File: src/rtl/control_contador.sv
// Sweep sequencer for an 8-bit up/down counter: ramps between latched limits,
// dwells at each end, repeats for a programmed number of sweeps.
module control_contador #(
  parameter int WIDTH   = 8,
  parameter int DWELL_W = 4
) (
  input  logic               clk,
  input  logic               reset,
  input  logic               start,
  input  logic               stop,
  input  logic [WIDTH-1:0]   lim_lo,
  input  logic [WIDTH-1:0]   lim_hi,
  input  logic [DWELL_W-1:0] dwell,
  input  logic [7:0]         cycles,
  input  logic [WIDTH-1:0]   cnt_in,
  output logic               act,
  output logic               updown,
  output logic               cnt_clr,
  output logic               busy,
  output logic               done,
  output logic               err,
  output logic [7:0]         sweep_cnt
);

  localparam logic [2:0] IDLE     = 3'd0;
  localparam logic [2:0] CLEAR    = 3'd1;
  localparam logic [2:0] SEEK     = 3'd2;
  localparam logic [2:0] UP       = 3'd3;
  localparam logic [2:0] DWELL_HI = 3'd4;
  localparam logic [2:0] DOWN     = 3'd5;
  localparam logic [2:0] DWELL_LO = 3'd6;
  localparam logic [2:0] DONE     = 3'd7;

  logic [2:0]         state_reg, state_next;
  logic [WIDTH-1:0]   lo_reg, hi_reg;
  logic [DWELL_W-1:0] dwell_reg, dwell_cnt_reg;
  logic [7:0]         cycles_reg, sweep_reg;
  logic               latch, load_dwell, bump_sweep, err_next;
  logic [WIDTH-1:0]   lo_m1, lo_p1, hi_m1;
  logic [7:0]         sweep_inc;

  // Exit compares look one step ahead so the counter lands exactly on the limit.
  assign lo_m1     = lo_reg - 1'b1;
  assign lo_p1     = lo_reg + 1'b1;
  assign hi_m1     = hi_reg - 1'b1;
  assign sweep_inc = sweep_reg + 8'd1;

  always_comb begin
    state_next = state_reg;
    latch      = 1'b0;
    load_dwell = 1'b0;
    bump_sweep = 1'b0;
    err_next   = 1'b0;
    case (state_reg)
      IDLE: begin
        if (start && !stop) begin
          if (lim_hi > lim_lo) begin
            latch      = 1'b1;
            state_next = CLEAR;
          end else begin
            err_next = 1'b1;
          end
        end
      end
      CLEAR:    state_next = (lo_reg != '0) ? SEEK : UP;
      SEEK:     if (cnt_in == lo_m1) state_next = UP;
      UP: begin
        if (cnt_in == hi_m1) begin
          state_next = DWELL_HI;
          load_dwell = 1'b1;
        end
      end
      DWELL_HI: if (dwell_cnt_reg == '0) state_next = DOWN;
      DOWN: begin
        if (cnt_in == lo_p1) begin
          state_next = DWELL_LO;
          load_dwell = 1'b1;
        end
      end
      DWELL_LO: begin
        if (dwell_cnt_reg == '0) begin
          bump_sweep = 1'b1;
          state_next = (cycles_reg != 8'd0 && sweep_inc == cycles_reg) ? DONE : UP;
        end
      end
      DONE:     state_next = IDLE;
      default:  state_next = IDLE;
    endcase
    // Abort overrides everything and leaves the sweep count untouched.
    if (state_reg != IDLE && stop) begin
      state_next = IDLE;
      load_dwell = 1'b0;
      bump_sweep = 1'b0;
    end
  end

  always_ff @(posedge clk or posedge reset) begin
    if (reset) begin
      state_reg     <= IDLE;
      lo_reg        <= '0;
      hi_reg        <= '0;
      dwell_reg     <= '0;
      cycles_reg    <= 8'd0;
      dwell_cnt_reg <= '0;
      sweep_reg     <= 8'd0;
    end else begin
      state_reg <= state_next;
      if (latch) begin
        lo_reg     <= lim_lo;
        hi_reg     <= lim_hi;
        dwell_reg  <= dwell;
        cycles_reg <= cycles;
        sweep_reg  <= 8'd0;
      end else if (bump_sweep) begin
        sweep_reg <= sweep_inc;
      end
      if (load_dwell)
        dwell_cnt_reg <= dwell_reg;
      else if (dwell_cnt_reg != '0)
        dwell_cnt_reg <= dwell_cnt_reg - 1'b1;
    end
  end

  // Outputs are registered from the next state so they line up with state_reg.
  always_ff @(posedge clk or posedge reset) begin
    if (reset) begin
      act     <= 1'b0;
      updown  <= 1'b0;
      cnt_clr <= 1'b0;
      busy    <= 1'b0;
      done    <= 1'b0;
      err     <= 1'b0;
    end else begin
      act     <= (state_next == SEEK) || (state_next == UP) || (state_next == DOWN);
      updown  <= (state_next != IDLE) && (state_next != DOWN);
      cnt_clr <= (state_next == CLEAR);
      busy    <= (state_next != IDLE);
      done    <= (state_next == DONE);
      err     <= err_next;
    end
  end

  assign sweep_cnt = sweep_reg;

endmodule

File: config.mk
export PLATFORM = sky130hd
export DESIGN_NAME = control_contador
export DESIGN_NICKNAME = d
export VERILOG_FILES = /design/src/rtl/control_contador.sv
export SDC_FILE = /design/constraint.sdc
export NUM_CORES = 1
export LEC_CHECK = 0
export ABC_AREA = 1
export ABC_CLOCK_PERIOD_IN_PS = 1750
export BUFFER_PORTS_ARGS = -buffer_cell sky130_fd_sc_hd__buf_4
export CELL_PAD_IN_SITES_DETAIL_PLACEMENT = 0
export CELL_PAD_IN_SITES_GLOBAL_PLACEMENT = 1
export CORE_UTILIZATION = 36
export CTS_CLUSTER_DIAMETER = 200
export CTS_CLUSTER_SIZE = 8
export DETAILED_ROUTE_END_ITERATION = 7
export GPL_TIMING_DRIVEN = 0
export MAX_ROUTING_LAYER = met4
export PLACE_DENSITY_LB_ADDON = 0.1
export RECOVER_POWER = 25
export SYNTH_ARGS = -nofsm -noshare
export SYNTH_HDL_FRONTEND = slang
export SYNTH_SLANG_ARGS = --single-unit
File: constraint.sdc
create_clock -name clk -period 1.75 [get_ports clk]
set_input_delay 0.0875 -clock clk [delete_from_list [all_inputs] [get_ports clk]]
set_output_delay 0.0875 -clock clk [all_outputs]
set_load 0.02 [all_outputs]
* Word-level counts from Yosys, hierarchy flattened
Index checks and enable logic that the tools add are counted.
** Word-level totals
- Bits in registers :: 49
- Bits of input ports :: 40
- Output and inout bits :: 14
- Word-level logic and storage cells :: 80
** Operators by class
- Add/subtract/negate cells :: 5
- Magnitude comparators :: 1
- Equal/unequal tests :: 17
- Muxes and demuxes :: 28
- Reductions and logical operators :: 16
** Operators by type and width (number)
- $eq 8x8->1 :: 4
- $mux 3 :: 9
- $pmux 3 s8 :: 1
- $eq 3x3->1 const B :: 6
- $add 8x1->8 const B :: 2
- $mux 8 :: 2
- $reduce_bool 8->1 :: 2
- $sub 8x1->8 const B :: 2
- $mux 1 :: 13
- $eq 3x2->1 const B :: 4
- $gt 8x8->1 :: 1
- $mux 4 :: 2
- $eq 3x1->1 const B :: 2
- $reduce_bool 3->1 :: 2
- $logic_and 1x1->1 :: 4
- $logic_not 4->1 :: 1
- $reduce_bool 2->1 :: 2
- $reduce_bool 4->1 :: 1
- $sub 4x1->4 const B :: 1
- $logic_not 3->1 :: 1
- $ne 3x3->1 const B :: 1
- $logic_or 1x1->1 :: 2
- $pmux 1 s2 :: 1
- $logic_not 1->1 :: 1

* Logic depth before layout (Yosys ltp)
- Depth after elaboration :: 10
- Mapped depth :: 17
- Depth with buffers taken out :: 17

* Worst setup path before layout
No wires, ideal clock.
- Kind :: register -> register
- Start point :: register sweep_reg[0] (netlist: sweep_cnt[0])
- End point :: register updown
- Library setup time :: 0.117 ns
- Arrival :: 1.791 ns
- Required time :: 1.633 ns
- Slack :: -0.158 ns
- Stages on the path, launching flop included :: 16
- Buffers on the path :: 1
- Period minus slack after synthesis :: 1.908 ns
- Path through :: dfrtp_1 > ha_1 > buf_2 > or2_1 > nand3_1 > nand2_1 > nor2_1 > nand2_1 > nor2_1 > nand4_1 > nand2_1 > nand2_1 > nand2_1 > nand2_1 > nand2_1 > nand2_1
** Between the ends
- Longest elaborated chain between the ends :: 9
- Elaborated cells between the ends (all ways) :: 10
- Those cells by class :: add/sub (1); eq/ne (2); mux (4); reduce/logical (3)
** RTL lines
- from (decl) :: RTL line 37 : logic [7:0] cycles_reg, sweep_reg;
- from (signal assigned) :: RTL line 115 : sweep_reg <= sweep_inc;
- $add 8x1->8 (*) :: RTL line 46 : assign sweep_inc = sweep_reg + 8'd1;
- $eq 8x8->1 (*) :: RTL line 83 : state_next = (cycles_reg != 8'd0 && sweep_inc == cycles_reg) ? DONE : UP;
- $logic_and 1x1->1 (*) :: RTL line 83
- $mux 3 (*) :: RTL line 83
- $mux 3 (*) :: RTL line 81 : if (dwell_cnt_reg == '0) begin
- $pmux 3 s8 (*) :: RTL line 54 : case (state_reg)
- $mux 3 (*) :: RTL line 90 : if (state_reg != IDLE && stop) begin
- $ne 3x3->1 or $reduce_bool 3->1 (tied branches) :: RTL line 135 : updown <= (state_next != IDLE) && (state_next != DOWN);
- $logic_and 1x1->1 (*) :: RTL line 135
- to (signal assigned) :: RTL line 135
- to (decl) :: RTL line 17 : output logic updown,
Every way passes the cells marked *; elsewhere a longest branch is shown, timed or not.
A chain may end at the register's enable or synchronous reset.

* Worst setup path after layout
- Start point :: register lo_reg[0]
- End point :: register dwell_cnt_reg[1]
** Between the ends
- Longest elaborated chain between the ends :: 6
- Elaborated cells between the ends (all ways) :: 7
- Those cells by class :: add/sub (1); eq/ne (1); mux (4); reduce/logical (1)
** RTL lines
- from (decl) :: RTL line 35 : logic [WIDTH-1:0] lo_reg, hi_reg;
- from (signal assigned) :: RTL line 109 : lo_reg <= lim_lo;
- $add 8x1->8 (*) :: RTL line 44 : assign lo_p1 = lo_reg + 1'b1;
- $eq 8x8->1 (*) :: RTL line 75 : if (cnt_in == lo_p1) begin
- $mux 1 (*) :: RTL line 75
- $pmux 1 s2 (*) :: RTL line 54
- $mux 1 (*) :: RTL line 90
- $mux 4 or $reduce_bool 2->1 (tied branches)
- to (signal assigned) :: RTL line 118 : dwell_cnt_reg <= dwell_reg;
- to (signal assigned) :: RTL line 120 : dwell_cnt_reg <= dwell_cnt_reg - 1'b1;
- to (decl) :: RTL line 36 : logic [DWELL_W-1:0] dwell_reg, dwell_cnt_reg;
Marks and branches as above.

==> impl_metrics.csv <==
group,metric,value,unit
timing,setup_viol,10,
die,dieArea,9990,µm²
timing,finalCritPeriodShare,112,%
power,swShare,45.5,%
synthesis,synth.cell_area,3450,µm²
global_routing,overflow,0,
power,combPwrFrac,56.1,%
synthesis,synth_top_flop_cell,"dfrtp_1",
global_routing,grt_pass1_wl,15600,µm
timing,maxSlewViolCount,0,
route,wl_per_cell,12.7,µm
setup_path,startpoint_type,"flip-flop",
placement,port_buffers,53,
route,ant_nets,0,
power,seq_power_share,31.4,%
die,core_region_area,9280,µm²
synthesis,synth_edf_count,0,
synthesis,synth-seq-cells,49,
route,drc,0,
power,p_sw,2.70,mW
setup_path,crit_path_cell_trace,"inv_2 -> ha_4 -> inv_2 -> nand2_1 -> nand2_1 -> nand2_1 -> nor2_2 -> nand3_2 -> nor2_4 -> nand4_4 -> o21ai_4 -> nand2_4 -> o211ai_1 -> o21ai_1",
global_routing,grt_pass1_vias,3243,
run,maxCapViolations,0,
setup_path,crit_type,"flip-flop to flip-flop",
route,first_iter_violations,156,
setup_path,crit_family,"simple AND/OR/NAND/NOR gates",
clock_network,cts_tree,"built",
layout,drive_gt1_share,25.1,%
clock_network,clk_latency,0.31,ns
status,outcome,"complete, but fails checks",
global_routing,antenna_found_initial,0,
synthesis,synth_cell_types,31,
hold_path,hold_class,"input port to flip-flop",
die,io_pins,54,
global_routing,grt_usage,20.6,%
synthesis,yosysTopAreaCellShare,35.5,%
placement,dp.final_hpwl,7160,µm
power,cellInternalPower,3.24,mW
synthesis,yosys_warnings,0,
layout,final_nets,673,
timing,maxSlewHeadroom,62.5,%
timing,fmax,0.511,GHz
clock_network,clock-root-buffer,"clkbuf_8",
clock_network,cts.sink_count,49,
synthesis,synth.avg_cell_area,6.62,µm²
power,vdd_drop_max,493,µV
die,rows,35,
setup_path,arrival,2.16,ns
global_routing,grt_max_degree,39,
setup_path,crit_path_frequent_cell,"nand2_1",
die,die_w,100,µm
placement,dpl_cell_area,4070,µm²
die,start_util,37.2,%
layout,fillCellCount,989,
placement,place_ws,-0.378,ns
setup_path,critPathRequiredTime,1.95,ns
timing,rsz0062_at_grt,"yes",
synthesis,synth_cells,522,
power,clock_power_share,12.5,%
synthesis,yosysTopAreaCell,"dfrtp_1",
route,num_vias,3465,
setup_path,critPathSlowestCell,"dfrtp_2",
synthesis,synthesis.nets,575,
clock_network,cts_htree_levels,2,
layout,area_growth,35.3,%
setup_path,crit_path_end_kind,"flip-flop",
power,power_leakage,2.43,nW
timing,worst_pin_slew,0.562,ns
synthesis,synthTopCellsByArea,"dfrtp_1 (35%), nand2_1 (18%), inv_1 (8.6%), nand3_1 (6.1%), nor2_1 (5.4%)",
setup_path,crit_fanout,8,
placement,place.gp.congestion,0.815,
timing,hold_viol_final,0,
synthesis,synthArstFlopShare,100,%
timing,skew,0.00676,ns
timing,layout_min_cycle_time,1.96,ns
setup_path,critPathMaxStageDelay,0.44,ns
clock_network,clkTransAtPathRegs,0.10,ns
route,drt-pass1-iter-count,4,
status,violations,"setup timing",
power,power_density,1270,nW/µm²
route,avgViaCountPerCell,4.62,
layout,stdcell_area,4670,µm²
clock_network,cts_buffer_depth,2,
synthesis,yosysSeqAreaShare,35.5,%
setup_path,path_buf_inv,2,
die,die_h,100,µm
route,routed_wl,9540,µm
clock_network,cts_buffers,5,
timing,setup_slack,-0.206,ns
layout,n_antenna_cell,0,
worst paths after layout:
path / start / end / slack (ns) / cells after the start
worst max-delay path: lo_reg[0] / dwell_cnt_reg[1] / -0.21 / 14
worst min-delay path: lim_lo[0] / lo_reg[0] / 0.009 / 3
worst max register to register: lo_reg[0] / dwell_cnt_reg[1] / -0.21 / 14
worst min register to register: dwell_reg[2] / dwell_cnt_reg[2] / 0.51 / 2
max in group asynchronous: reset / lo_reg[1] / 0.43 / 4
min in group asynchronous: reset / state_reg[1] / 0.33 / 3
worst reg2reg max path, stage by stage, from the launching register on:
cell and delay, ns:
dfrtp_2 0.44, inv_2 0.09, ha_4 0.20, inv_2 0.04
nand2_1 0.04, nand2_1 0.07, nand2_1 0.06, nor2_2 0.12
nand3_2 0.11, nor2_4 0.15, nand4_4 0.13, o21ai_4 0.11
nand2_4 0.11, o211ai_1 0.12, o21ai_1 0.08
final cells by class:
cell class | count | area (µm²) | share of cell area (%)
well taps | 129 | 161 | 3.45
inverters | 85 | 323 | 6.91
plain buffers | 11 | 87.6 | 1.87
clock buffers | 5 | 68.8 | 1.47
flip-flops and latches | 49 | 1230 | 26.4
multi-input cells | 375 | 2030 | 43.4
repair buffers | 93 | 748 | 16.0
clock inverters | 3 | 26.3 | 0.562
synthesized netlist by cell type, types with 4 or more instances:
| cell type | instances |
|---|---|
| xor2_1 | 8 |
| nand2_2 | 9 |
| nand2_1 | 169 |
| buf_4 | 4 |
| ha_1 | 13 |
| o21ai_1 | 8 |
| buf_2 | 5 |
| nand4_1 | 8 |
| inv_2 | 6 |
| nor2_2 | 4 |
| nand3_1 | 42 |
| dfrtp_1 | 49 |
| inv_1 | 79 |
| xnor2_1 | 4 |
| a21oi_1 | 8 |
| o21ai_0 | 33 |
| nor2_1 | 50 |
| nor3_1 | 6 |
cells by family after synthesis:
logic type | synth area share, %
buf+inv | 11.5
fa+ha+maj | 4.71
flops | 35.5
compound gates | 8.48
xor+xnor | 3.04
simple gates | 36.8
power groups by stage:
stage          clock [mW]  combinational, mW  sequential [mW]
4_1_cts             0.767               3.06             1.85
3_5_place_dp            0               2.81             1.91
6_report            0.745               3.33             1.86
3_3_place_gp            0               2.77             1.90
5_1_grt             0.806               3.82             1.91
2_1_floorplan           0               2.09             1.90
layer usage:
metal	up-vias	part of all wire [%]	global-route usage [%]
li1	1822	-	-
met1	1582	49	28.4
met2	54	48	33.2
met3	7	3.0	2.23
met4	0	0.62	3.85
met5	-	0	-
cell usage in the layout (no fill, tap or decap), drive strengths merged:
cell type	n
dlygate4sd3	20
a31oi	1
o211ai	1
nor2	55
nor3	6
nand2	178
o21a	1
o21ai	42
xnor2	4
clkbuf	10
xor2	8
a41oi	1
inv	85
buf	79
nand4	10
or2	2
nand3	44
a21oi	9
clkinvlp	3
dfrtp	49
ha	13
through the flow:
| stage | util, % | std cells | power [mW] | hold WS, ns | TNS [ns] |
|---|---|---|---|---|---|
| floorplan | - | 522 | 3.99 | 0.197 | -0.129 |
| global placement | 43.7 | 704 | 4.66 | 0.294 | -30.49 |
| detailed placement | 43.9 | 705 | 4.71 | 0.0501 | -13.41 |
| CTS | 48.0 | 739 | 5.68 | 0.00763 | -2.02 |
| global route | 50.4 | 750 | 6.54 | 0.0428 | -2.88 |
| finish | 50.4 | 750 | 5.94 | 0.00906 | -1.46 |
timing repair:
action | 4_1_cts | 5_1_grt
hold buffers | 20 | 0
hold endpoints to repair | 30 | 0
endpoints found under the setup margin | 39 | 44
pin swaps | 11 | 19
gates resized for setup | 15 | 42
buffers inserted | 8 | 11
cloned | 0 | 0
Power figures use the tool's default switching activity.
